### src/rtl/dac1001_if.sv
// dac1001_if: sample stream and DAC pin bundle for dac1001_ctrl
interface dac1001_if;
  logic [9:0] s_data;
  logic       s_valid;
  logic       s_ready;
  logic       dac_en;
  logic       dac_rst;
  logic [9:0] dac_sel;
  modport master (output s_data, s_valid, input s_ready, dac_en, dac_rst, dac_sel);
  modport slave (input s_data, s_valid, output s_ready, dac_en, dac_rst, dac_sel);
endinterface

### src/rtl/dac1001_ctrl.sv
// dac1001_ctrl: sample FIFO plus warm-up/setup/latch sequencer for the 10-bit DAC macro
// Define DAC1001_CTRL_IRQ_EN to add irq_level_thr input and registered irq output.
module dac1001_ctrl #(
  parameter int FIFO_DEPTH = 16,
  parameter int CLKDIV_W   = 16,
  parameter int WARMUP_W   = 8,
  parameter int SETUP_CYC  = 2
) (
  input  logic                          clk,
  input  logic                          rst,
  input  logic                          en,
  input  logic [CLKDIV_W-1:0]           clkdiv,
  input  logic [WARMUP_W-1:0]           warmup,
  input  logic                          fifo_clear,
  output logic [$clog2(FIFO_DEPTH):0]   fifo_level,
  output logic                          underflow,
  input  logic                          underflow_clr,
  output logic                          busy,
`ifdef DAC1001_CTRL_IRQ_EN
  input  logic [$clog2(FIFO_DEPTH):0]   irq_level_thr,
  output logic                          irq,
`endif
  dac1001_if.slave                      bus
);
  localparam int AW = $clog2(FIFO_DEPTH);
  localparam int SW = $clog2(SETUP_CYC + 1);
  localparam logic [CLKDIV_W-1:0] MIN_P = CLKDIV_W'(SETUP_CYC + 2);
  typedef enum logic [2:0] {OFF, WARM, HOLD, SETUP, LATCH} state_t;
  state_t state_q, state_d;
  logic [WARMUP_W-1:0] wcnt_q, wcnt_d;
  logic [CLKDIV_W-1:0] pcnt_q, pcnt_d, per_m1;
  logic [SW-1:0] scnt_q, scnt_d;
  logic [AW:0] wr_q, wr_d, rd_q, rd_d;
  logic [9:0] mem [FIFO_DEPTH];
  logic [9:0] dac_sel_q, dac_sel_d;
  logic primed_q, primed_d, uf_seen_q, uf_seen_d, underflow_q, underflow_d;
  logic dac_en_q, dac_en_d, dac_rst_q, dac_rst_d;
  logic push, pop, empty, full, uf_set;
  assign fifo_level = wr_q - rd_q;
  assign empty = wr_q == rd_q;
  assign full = fifo_level == (AW+1)'(FIFO_DEPTH);
  assign push = bus.s_valid && !full && !fifo_clear;
  assign wr_d = fifo_clear ? '0 : wr_q + {{AW{1'b0}}, push};
  assign rd_d = fifo_clear ? '0 : rd_q + {{AW{1'b0}}, pop};
  assign per_m1 = (clkdiv > MIN_P ? clkdiv : MIN_P) - CLKDIV_W'(1);
  assign underflow_d = uf_set | (underflow_q & !underflow_clr);
  assign busy = state_q != OFF;
  assign underflow = underflow_q;
  assign bus.s_ready = !full;
  assign bus.dac_en = dac_en_q;
  assign bus.dac_rst = dac_rst_q;
  assign bus.dac_sel = dac_sel_q;
  always_comb begin
    state_d = state_q;
    wcnt_d = wcnt_q;
    scnt_d = scnt_q;
    pcnt_d = (pcnt_q != '0) ? pcnt_q - CLKDIV_W'(1) : pcnt_q;
    primed_d = primed_q;
    uf_seen_d = uf_seen_q;
    uf_set = 1'b0;
    pop = 1'b0;
    dac_en_d = dac_en_q;
    dac_rst_d = dac_rst_q;
    dac_sel_d = dac_sel_q;
    // dropping en abandons any sample in flight without producing a falling edge
    if (!en) begin
      state_d = OFF;
      dac_en_d = 1'b0;
      dac_rst_d = 1'b1;
      dac_sel_d = '0;
      primed_d = 1'b0;
      uf_seen_d = 1'b0;
      pcnt_d = '0;
    end else begin
      case (state_q)
        OFF: begin
          state_d = WARM;
          dac_en_d = 1'b1;
          wcnt_d = warmup;
        end
        WARM: begin
          state_d = (wcnt_q == '0) ? HOLD : WARM;
          wcnt_d = (wcnt_q == '0) ? wcnt_q : wcnt_q - WARMUP_W'(1);
          pcnt_d = '0;
        end
        HOLD: if (pcnt_q == '0) begin
          if (!empty) begin
            state_d = SETUP;
            pop = 1'b1;
            dac_sel_d = mem[rd_q[AW-1:0]];
            dac_rst_d = 1'b1;
            pcnt_d = per_m1;
            scnt_d = SW'(SETUP_CYC - 1);
            primed_d = 1'b1;
            uf_seen_d = 1'b0;
          end else if (primed_q && !uf_seen_q) begin
            uf_set = 1'b1;
            uf_seen_d = 1'b1;
          end
        end
        SETUP: begin
          state_d = (scnt_q == '0) ? LATCH : SETUP;
          dac_rst_d = scnt_q != '0;
          scnt_d = (scnt_q == '0) ? scnt_q : scnt_q - SW'(1);
        end
        LATCH: state_d = HOLD;
        default: state_d = OFF;
      endcase
    end
  end
  always_ff @(posedge clk) begin
    if (push) mem[wr_q[AW-1:0]] <= bus.s_data;
  end
  always_ff @(posedge clk) begin
    if (rst) begin
      state_q <= OFF;
      wcnt_q <= '0;
      pcnt_q <= '0;
      scnt_q <= '0;
      wr_q <= '0;
      rd_q <= '0;
      primed_q <= 1'b0;
      uf_seen_q <= 1'b0;
      underflow_q <= 1'b0;
      dac_en_q <= 1'b0;
      dac_rst_q <= 1'b1;
      dac_sel_q <= '0;
    end else begin
      state_q <= state_d;
      wcnt_q <= wcnt_d;
      pcnt_q <= pcnt_d;
      scnt_q <= scnt_d;
      wr_q <= wr_d;
      rd_q <= rd_d;
      primed_q <= primed_d;
      uf_seen_q <= uf_seen_d;
      underflow_q <= underflow_d;
      dac_en_q <= dac_en_d;
      dac_rst_q <= dac_rst_d;
      dac_sel_q <= dac_sel_d;
    end
  end
`ifdef DAC1001_CTRL_IRQ_EN
  logic irq_q, irq_d;
  assign irq_d = underflow_q | (busy && fifo_level <= irq_level_thr);
  assign irq = irq_q;
  always_ff @(posedge clk) begin
    if (rst) irq_q <= 1'b0;
    else irq_q <= irq_d;
  end
`endif
endmodule
### src/flat_wrapper.sv
// flat-port wrapper written by rule: the top's interface ports become plain ports
module dac1001_ctrl_flat 
#(
  parameter int FIFO_DEPTH = 16,
  parameter int CLKDIV_W   = 16,
  parameter int WARMUP_W   = 8,
  parameter int SETUP_CYC  = 2
)
  (clk, rst, en, clkdiv, warmup, fifo_clear, fifo_level, underflow, underflow_clr, busy, bus_s_data, bus_s_valid, bus_s_ready, bus_dac_en, bus_dac_rst, bus_dac_sel);
  dac1001_if bus_i ();
  input  logic clk;
  input  logic rst;
  input  logic en;
  input  logic [CLKDIV_W-1:0] clkdiv;
  input  logic [WARMUP_W-1:0] warmup;
  input  logic fifo_clear;
  output logic [$clog2(FIFO_DEPTH):0] fifo_level;
  output logic underflow;
  input  logic underflow_clr;
  output logic busy;
  input wire logic [$bits(bus_i.s_data)-1:0] bus_s_data;
  input wire logic [$bits(bus_i.s_valid)-1:0] bus_s_valid;
  output wire logic [$bits(bus_i.s_ready)-1:0] bus_s_ready;
  output wire logic [$bits(bus_i.dac_en)-1:0] bus_dac_en;
  output wire logic [$bits(bus_i.dac_rst)-1:0] bus_dac_rst;
  output wire logic [$bits(bus_i.dac_sel)-1:0] bus_dac_sel;
  assign bus_i.s_data = bus_s_data;
  assign bus_i.s_valid = bus_s_valid;
  assign bus_s_ready = bus_i.s_ready;
  assign bus_dac_en = bus_i.dac_en;
  assign bus_dac_rst = bus_i.dac_rst;
  assign bus_dac_sel = bus_i.dac_sel;
  dac1001_ctrl #(.FIFO_DEPTH(FIFO_DEPTH), .CLKDIV_W(CLKDIV_W), .WARMUP_W(WARMUP_W), .SETUP_CYC(SETUP_CYC)) u_core (.clk(clk), .rst(rst), .en(en), .clkdiv(clkdiv), .warmup(warmup), .fifo_clear(fifo_clear), .fifo_level(fifo_level), .underflow(underflow), .underflow_clr(underflow_clr), .busy(busy), .bus(bus_i));
endmodule
### config.mk
export PLATFORM = sky130hd
export DESIGN_NAME = dac1001_ctrl_flat
export DESIGN_NICKNAME = d
export VERILOG_FILES = /design/src/rtl/dac1001_if.sv /design/src/rtl/dac1001_ctrl.sv /design/src/flat_wrapper.sv
export SDC_FILE = /design/constraint.sdc
export NUM_CORES = 1
export LEC_CHECK = 0
export ABC_CLOCK_PERIOD_IN_PS = 3700
export CAP_MARGIN = 5
export CORE_UTILIZATION = 51
export DETAILED_ROUTE_END_ITERATION = 7
export GPL_TIMING_DRIVEN = 0
export PLACE_DENSITY = 0.71
export RECOVER_POWER = 25
export SYNTH_ARGS = -nofsm -noshare
export SYNTH_HDL_FRONTEND = slang
export SYNTH_SLANG_ARGS = --single-unit
### constraint.sdc
create_clock -name clk -period 3.7 [get_ports clk]
set_clock_uncertainty 0.2 [all_clocks]
set_input_delay 0.74 -clock clk [delete_from_list [all_inputs] [get_ports clk]]
set_output_delay 0.74 -clock clk [all_outputs]
set_load 0.005 [all_outputs]
==> run_results.csv, run 1 <==
group,metric,value,unit
status,status,"finished, violations left",
status,violations,"design-rule violations",
worst_hold_path,hold-path-cell-count,2,
timing,finalHoldViolations,0,
synth,async_flop_share,0,%
grt,grt_max_degree,17,
clock_network,hold_buffers,0,
timing,slew_violations,0,
floorplanning,die_h,138,µm
worst_hold_path,hp-class,"flip-flop to flip-flop",
finish,nFillCells,1324,
power_and_ir_drop,p_leak,3.78,nW
synth,synth_flop_cell,"edfxtp_1",
grt,grt_pass1_vias,6024,
synth,netlist.area_leader.share,50.7,%
worst_hold_path,hold_start,"u_core.bus.dac_en",
synth,yosys.cell_types.count,67,
timing,slew_headroom,31.3,%
timing,rsz0062_at_grt,"yes",
floorplanning,dieArea,19100,µm²
critical_path,critPathLaunchType,"flip-flop",
finish,fin_util,62.3,%
clock_network,clk_path_buf_depth,3,
finish,fin_nets,829,
floorplanning,num_io_pins,60,
synth,synth_edf_count,160,
critical_path,r2r_end,"u_core.wr_q[4]",
critical_path,r2r_start,"u_core.wr_q[0]",
synth,yosys-top-cells-count,"160 x edfxtp_1, 70 x nor2_1, 54 x dfxtp_1, 41 x nand2_1, 40 x mux4_2",
grt,grt-ovfl-total,0,
placed_design,hpwlAfterDp,14.3,mm
clock_network,clk_pin_slew,0.06,ns
timing,setup_ws,0.0185,ns
critical_path,crit_type,"flip-flop to output port",
clock_network,cts_tree,"built",
floorplanning,core_area,18100,µm²
placed_design,port_buffers,58,
placed_design,gp_congestion,0.828,
critical_path,cp_max_fo,3,
clock_network,insertion_delay,0.52,ns
route,routed_via_density,6.03,
grt,antenna_found_initial,0,
route,drc,12,
clock_network,cts_root_buffer,"clkbuf_16",
synth,synth_area_leader_cell,"edfxtp_1",
synth,syn_area,9480,µm²
finish,antenna_cells,0,
route,drtPass1Iterations,7,
timing,fin_crit_sh,99.5,%
critical_path,crit_required,2.76,ns
power_and_ir_drop,p_per_area,591,nW/µm²
route,post_drt_wl_per_cell,21.1,µm
finish,seq_area,5900,µm²
clock_network,cts.sinks,214,
synth,synth-seq-cells,214,
grt,grt_usage,22.4,%
floorplanning,die_w,138,µm
route,totalWireLength,21.6,mm
synth,yosysMostFrequentCell,"edfxtp_1",
finish,area_growth,19.0,%
placed_design,placed_area,10300,µm²
power_and_ir_drop,max-vdd-ir-drop,0.000579,V
timing,tightest_slew,1.03,ns
route,highest_layer,"met4",
route,ant_nets,0,
timing,timing.fmax,0.272,GHz
grt,grt_pass1_wl,32.9,mm
synth,yosysSeqAreaShare,62.1,%
synth,syn_inst,684,
timing,period_minus_slack,3.68,ns
synth,avgSynthCellArea,13.9,µm²
synth,yosys_warnings,0,
flow_run,cap_viol_max_count,0,
clock_network,htree_num_levels,1,
finish,drive_above_1_share,17.6,%
route,drt_first_iter_violations,489,
timing,setup_viol,0,
clock_network,cts_inserted_buffers,22,
synth,synthesis.nets,738,
route,num_vias,6148,
finish,design_area,11300,µm²
route,wl_met3,1.42,mm
floorplanning,start_util,52.4,%
critical_path,crit_arrival,2.74,ns
critical_path,end_kind,"output port",
synth,synthTopCellsByArea,"edfxtp_1 51%, dfxtp_1 11%, mux4_2 9.5%",
placed_design,post-place-ws,-1.03,ns
critical_path,r2r_slack,0.37,ns
critical_path,r2r.worst_path.cells,15,
floorplanning,rows,49,
route,dr_wl_met2,10.3,mm
worst_hold_path,hold_end,"u_core.bus.dac_en",
route,wl_met1,9.06,mm
finish,multi_input_area,3390,µm²
-- per-stage QoR --
step | hold WS, ns | std cells | setup TNS (ns) | power, mW
2_1_floorplan | 0.232 | 684 | 0 | 4.09
3_3_place_gp | 0.235 | 971 | -28.76 | 4.40
3_5_place_dp | 0.255 | 971 | -41.13 | 4.46
4_1_cts | 0.265 | 1016 | -0.123 | 6.66
5_1_grt | 0.291 | 1020 | -0.0353 | 6.92
6_report | 0.264 | 1020 | 0 | 6.66
-- report_power, final --
group | internal (mW) | total (mW) | switching (mW)
logic | 0.771 | 1.68 | 0.908
clock network | 1.31 | 2.23 | 0.921
registers | 2.66 | 2.75 | 0.0917
total | 4.74 | 6.66 | 1.92
-- sequential cells by signal, indices dropped and copies added, names as in the netlist --
name,count
u_core.bus.dac_sel,10
u_core.mem,160
u_core.bus.dac_rst,1
u_core.primed_q,1
u_core.underflow,1
u_core.scnt_q,2
u_core.rd_q,5
u_core.uf_seen_q,1
u_core.pcnt_q,16
u_core.wcnt_q,8
u_core.state_q,3
u_core.bus.dac_en,1
u_core.wr_q,5
-- repair_timing --
action,CTS,global route
resized for setup,22,22
setup buffers,6,5
pin swaps,5,5
setup endpoints to repair,168,63
-- routing by layer --
layer | track usage (%) | vias up
li1 | - | 2828
met1 | 30.1 | 3038
met2 | 36.9 | 235
met3 | 3.84 | 47
met4 | 8.28 | 0
met5 | 0 | -
-- how the worst max path moves through the flow --
| stage | from | end | slack, ns | depth (start not counted) |
|---|---|---|---|---|
| detailed placement | u_core.rd_q[1] | bus_s_ready | -1.03 | 11 |
| global placement | u_core.rd_q[1] | bus_s_ready | -0.96 | 11 |
| CTS | u_core.rd_q[1] | bus_s_ready | -0.08 | 11 |
| finish | u_core.wr_q[0] | bus_s_ready | 0.02 | 10 |
| floorplan | u_core.rd_q[1] | u_core.wr_q[4] | 0.04 | 15 |
| global route | u_core.wr_q[0] | bus_s_ready | -0.04 | 10 |
-- critical path, cell delays in order, from the launching register on --
cell	delay, ns
dfxtp_4	0.37
inv_4	0.05
ha_4	0.16
fa_2	0.40
nor2b_2	0.14
o21ai_2	0.08
and3_4	0.17
a2111oi_4	0.47
clkbuf_8	0.23
inv_4	0.03
buf_6	0.10
-- area by class of cell --
cell class	instances	area share, %
Inverter	22	0.821
Clock inverter	15	1.52
Multi-Input combinational cell	415	30.1
Buffer	31	1.83
Sequential cell	214	52.3
Clock buffer	25	4.98
Timing Repair Buffer	69	5.89
Tap cell	229	2.54
-- logic make-up after synthesis --
logic type      count (synthesis)  synth area share (%)
fa+ha+maj                      14                  1.93
mux                            46                  10.2
flops                         214                  62.1
xor+xnor                       22                  2.03
buf+inv                        55                  2.80
compound gates                119                  8.90
simple gates                  214                  12.1
-- placed cells by master, fill, tap and decap left out, types with 7 or more instances in the layout --
cell | netlist | final
o22ai_1 | 20 | 20
dlygate4sd3_1 | 0 | 7
buf_4 | 1 | 12
nor3_1 | 21 | 21
a21oi_1 | 21 | 20
inv_1 | 22 | 19
edfxtp_1 | 160 | 160
nor4_1 | 11 | 11
clkbuf_16 | 0 | 23
nand2_1 | 41 | 41
dfxtp_1 | 54 | 50
xnor2_1 | 14 | 14
a22o_1 | 20 | 20
clkbuf_1 | 20 | 19
nand3_1 | 9 | 9
nor2_1 | 70 | 69
mux4_2 | 40 | 40
ha_1 | 13 | 10
xor2_1 | 8 | 7
clkdlybuf4s50_1 | 0 | 50
o21ai_0 | 19 | 18
buf_2 | 7 | 7
Note: power is estimated with default switching activity, not from simulation.
==> inputs of run 2 (changes only) <==
CORE_MARGIN = 4   (was not set)
CORE_UTILIZATION = 53   (was 51)
PLACE_DENSITY = 0.73   (was 0.71)
==> run_results.csv, run 2 (same netlist as run 1, synthesis figures left out) <==
group,metric,value,unit
placed_design,placed_cells,967,
power_and_ir_drop,p_seq_share,42.2,%
timing,rsz0062_at_grt,"yes",
floorplanning,num_io_pins,60,
route,totalWireLength,21.0,mm
finish,antenna_cells,0,
floorplanning,start_util,54.4,%
power_and_ir_drop,p_per_area,583,nW/µm²
route,num_vias,6144,
floorplanning,rows,48,
power_and_ir_drop,p_int,4.61,mW
grt,grt_pass1_wl,33.2,mm
clock_network,cts.sinks,214,
critical_path,crit_arrival,2.77,ns
finish,instances_no_fill,1013,
power_and_ir_drop,switching_share,29.1,%
route,routed_via_density,6.07,
route,post_drt_wl_per_cell,20.8,µm
timing,setup_viol,1,
finish,drive_above_1_share,16.5,%
finish,layout_common_cells,"160 x edfxtp_1, 69 x nor2_1, 50 x clkdlybuf4s50_1, 50 x dfxtp_1, 41 x nand2_1",
critical_path,crit_type,"flip-flop to output port",
grt,grt_util_met2,35.2,%
grt,met1_usage,28.6,%
timing,finalHoldViolations,0,
route,ant_nets,0,
power_and_ir_drop,combPwrFrac,25.9,%
floorplanning,core_area,17400,µm²
clock_network,insertion_delay,0.51,ns
clock_network,htree_num_levels,1,
status,violations,"negative setup slack",
grt,grt_max_degree,17,
power_and_ir_drop,max-vdd-ir-drop,0.000586,V
placed_design,hpwlAfterDp,14.4,mm
power_and_ir_drop,power_frac_clock,32.0,%
grt,grtUsageMet3,3.51,%
critical_path,cp_max_fo,4,
finish,fin_nets,826,
timing,tightest_slew,0.967,ns
clock_network,cts_root_buffer,"clkbuf_16",
timing,slew_headroom,35.3,%
grt,busiest_layer,"met2",
clock_network,clk_pin_slew,0.06,ns
clock_network,cts_inserted_buffers,23,
placed_design,port_buffers,58,
grt,grt_usage,21.2,%
clock_network,hold_buffers,0,
power_and_ir_drop,total_power,6.50,mW
grt,antenna_found_initial,0,
timing,fin_tns_setup,-0.00585,ns
route,drc,0,
timing,fin_crit_sh,100,%
power_and_ir_drop,power_switching,1.89,mW
floorplanning,dieArea,20100,µm²
flow_run,cap_viol_max_count,0,
floorplanning,die_w,142,µm
critical_path,end_kind,"output port",
clock_network,clk_path_buf_depth,3,
finish,final_common_cell,"edfxtp_1",
placed_design,gp_congestion,0.883,
critical_path,crit_required,2.76,ns
timing,period_minus_slack,3.71,ns
timing,timing.fmax,0.270,GHz
grt,grt_pass1_vias,6145,
clock_network,cts_tree,"built",
status,status,"finished, violations left",
grt,grt-ovfl-total,0,
worst_hold_path,hp-class,"flip-flop to flip-flop",
route,drtPass1Iterations,5,
finish,area_growth,17.7,%
finish,nFillCells,1293,
floorplanning,die_h,142,µm
critical_path,critPathLaunchType,"flip-flop",
timing,setup_ws,-0.00585,ns
timing,slew_violations,0,
route,drt_first_iter_violations,432,
power_and_ir_drop,p_leak,3.72,nW
finish,largest_reg_flops,160,
[run 2: cell types whose count changed in the layout (fill, tap and decap cells not counted), sizes merged]
cell / before / now
buf: 25 / 21
bufinv: 3 / 0
clkbuf: 43 / 49
clkinv: 11 / 7
clkinvlp: 1 / 2
inv: 22 / 23
[run 2: power by group through the flow]
stage,sequential [mW],combinational [mW],clock (mW)
after floorplan,2.77,1.32,0
after global placement,2.79,1.62,0
after detailed placement,2.79,1.67,0
after CTS,2.74,1.68,2.11
after global routing,2.75,1.85,2.22
final,2.74,1.68,2.08
[run 2: final timing paths]
path                startpoint                 to  slack [ns]  cells past startpoint
max             u_core.wr_q[0]        bus_s_ready      -0.006                     10
min          u_core.bus.dac_en  u_core.bus.dac_en        0.26                      2
max reg2reg     u_core.wr_q[0]   u_core.mem[5][0]        0.29                     10
min reg2reg  u_core.bus.dac_en  u_core.bus.dac_en        0.26                      2
[run 2: area by class of cell]
type	count	area (µm²)	share of cell area [%]
plain buffers	31	206	1.85
clock buffers	31	626	5.61
multi-input cells	415	3370	30.2
well taps	225	282	2.52
repair buffers	65	634	5.69
clock inverters	10	55.1	0.493
flip-flops and latches	214	5890	52.8
inverters	22	90.1	0.808
[run 2: timing repair]
action                     CTS  global route
setup buffers                6             1
setup endpoints to repair  168             4
pin swaps                    4             4
resized for setup           23            11
cloned                       0             0
[run 2: per-stage QoR]
| step | hold slack, ns | area (µm²) | setup WS [ns] | util, % |
|---|---|---|---|---|
| after floorplan | 0.232 | 9480 | 0.0376 | - |
| after CTS | 0.264 | 11100 | -0.0703 | 63.9 |
| final | 0.259 | 11200 | -0.00585 | 64.1 |
| after global routing | 0.292 | 11200 | -0.0321 | 64.1 |
| after detailed placement | 0.255 | 10300 | -1.14 | 59.4 |
| after global placement | 0.238 | 10300 | -1.07 | 59.4 |
[run 2: metal layers]
layer  part of all wire, %  wire, µm
met5                     0         0
met4                   3.4       721
met3                   6.3      1330
met2                    50     10400
met1                    41      8570
[run 2: critical path, cell delays in order, from the launching register on]
cell and delay [ns]:
dfxtp_2 0.35, inv_1 0.08, ha_1 0.23, fa_2 0.37, nor2b_1 0.14, o21ai_0 0.15, and3_4 0.24, a2111oi_4 0.33
clkbuf_8 0.23, inv_4 0.03, buf_6 0.10
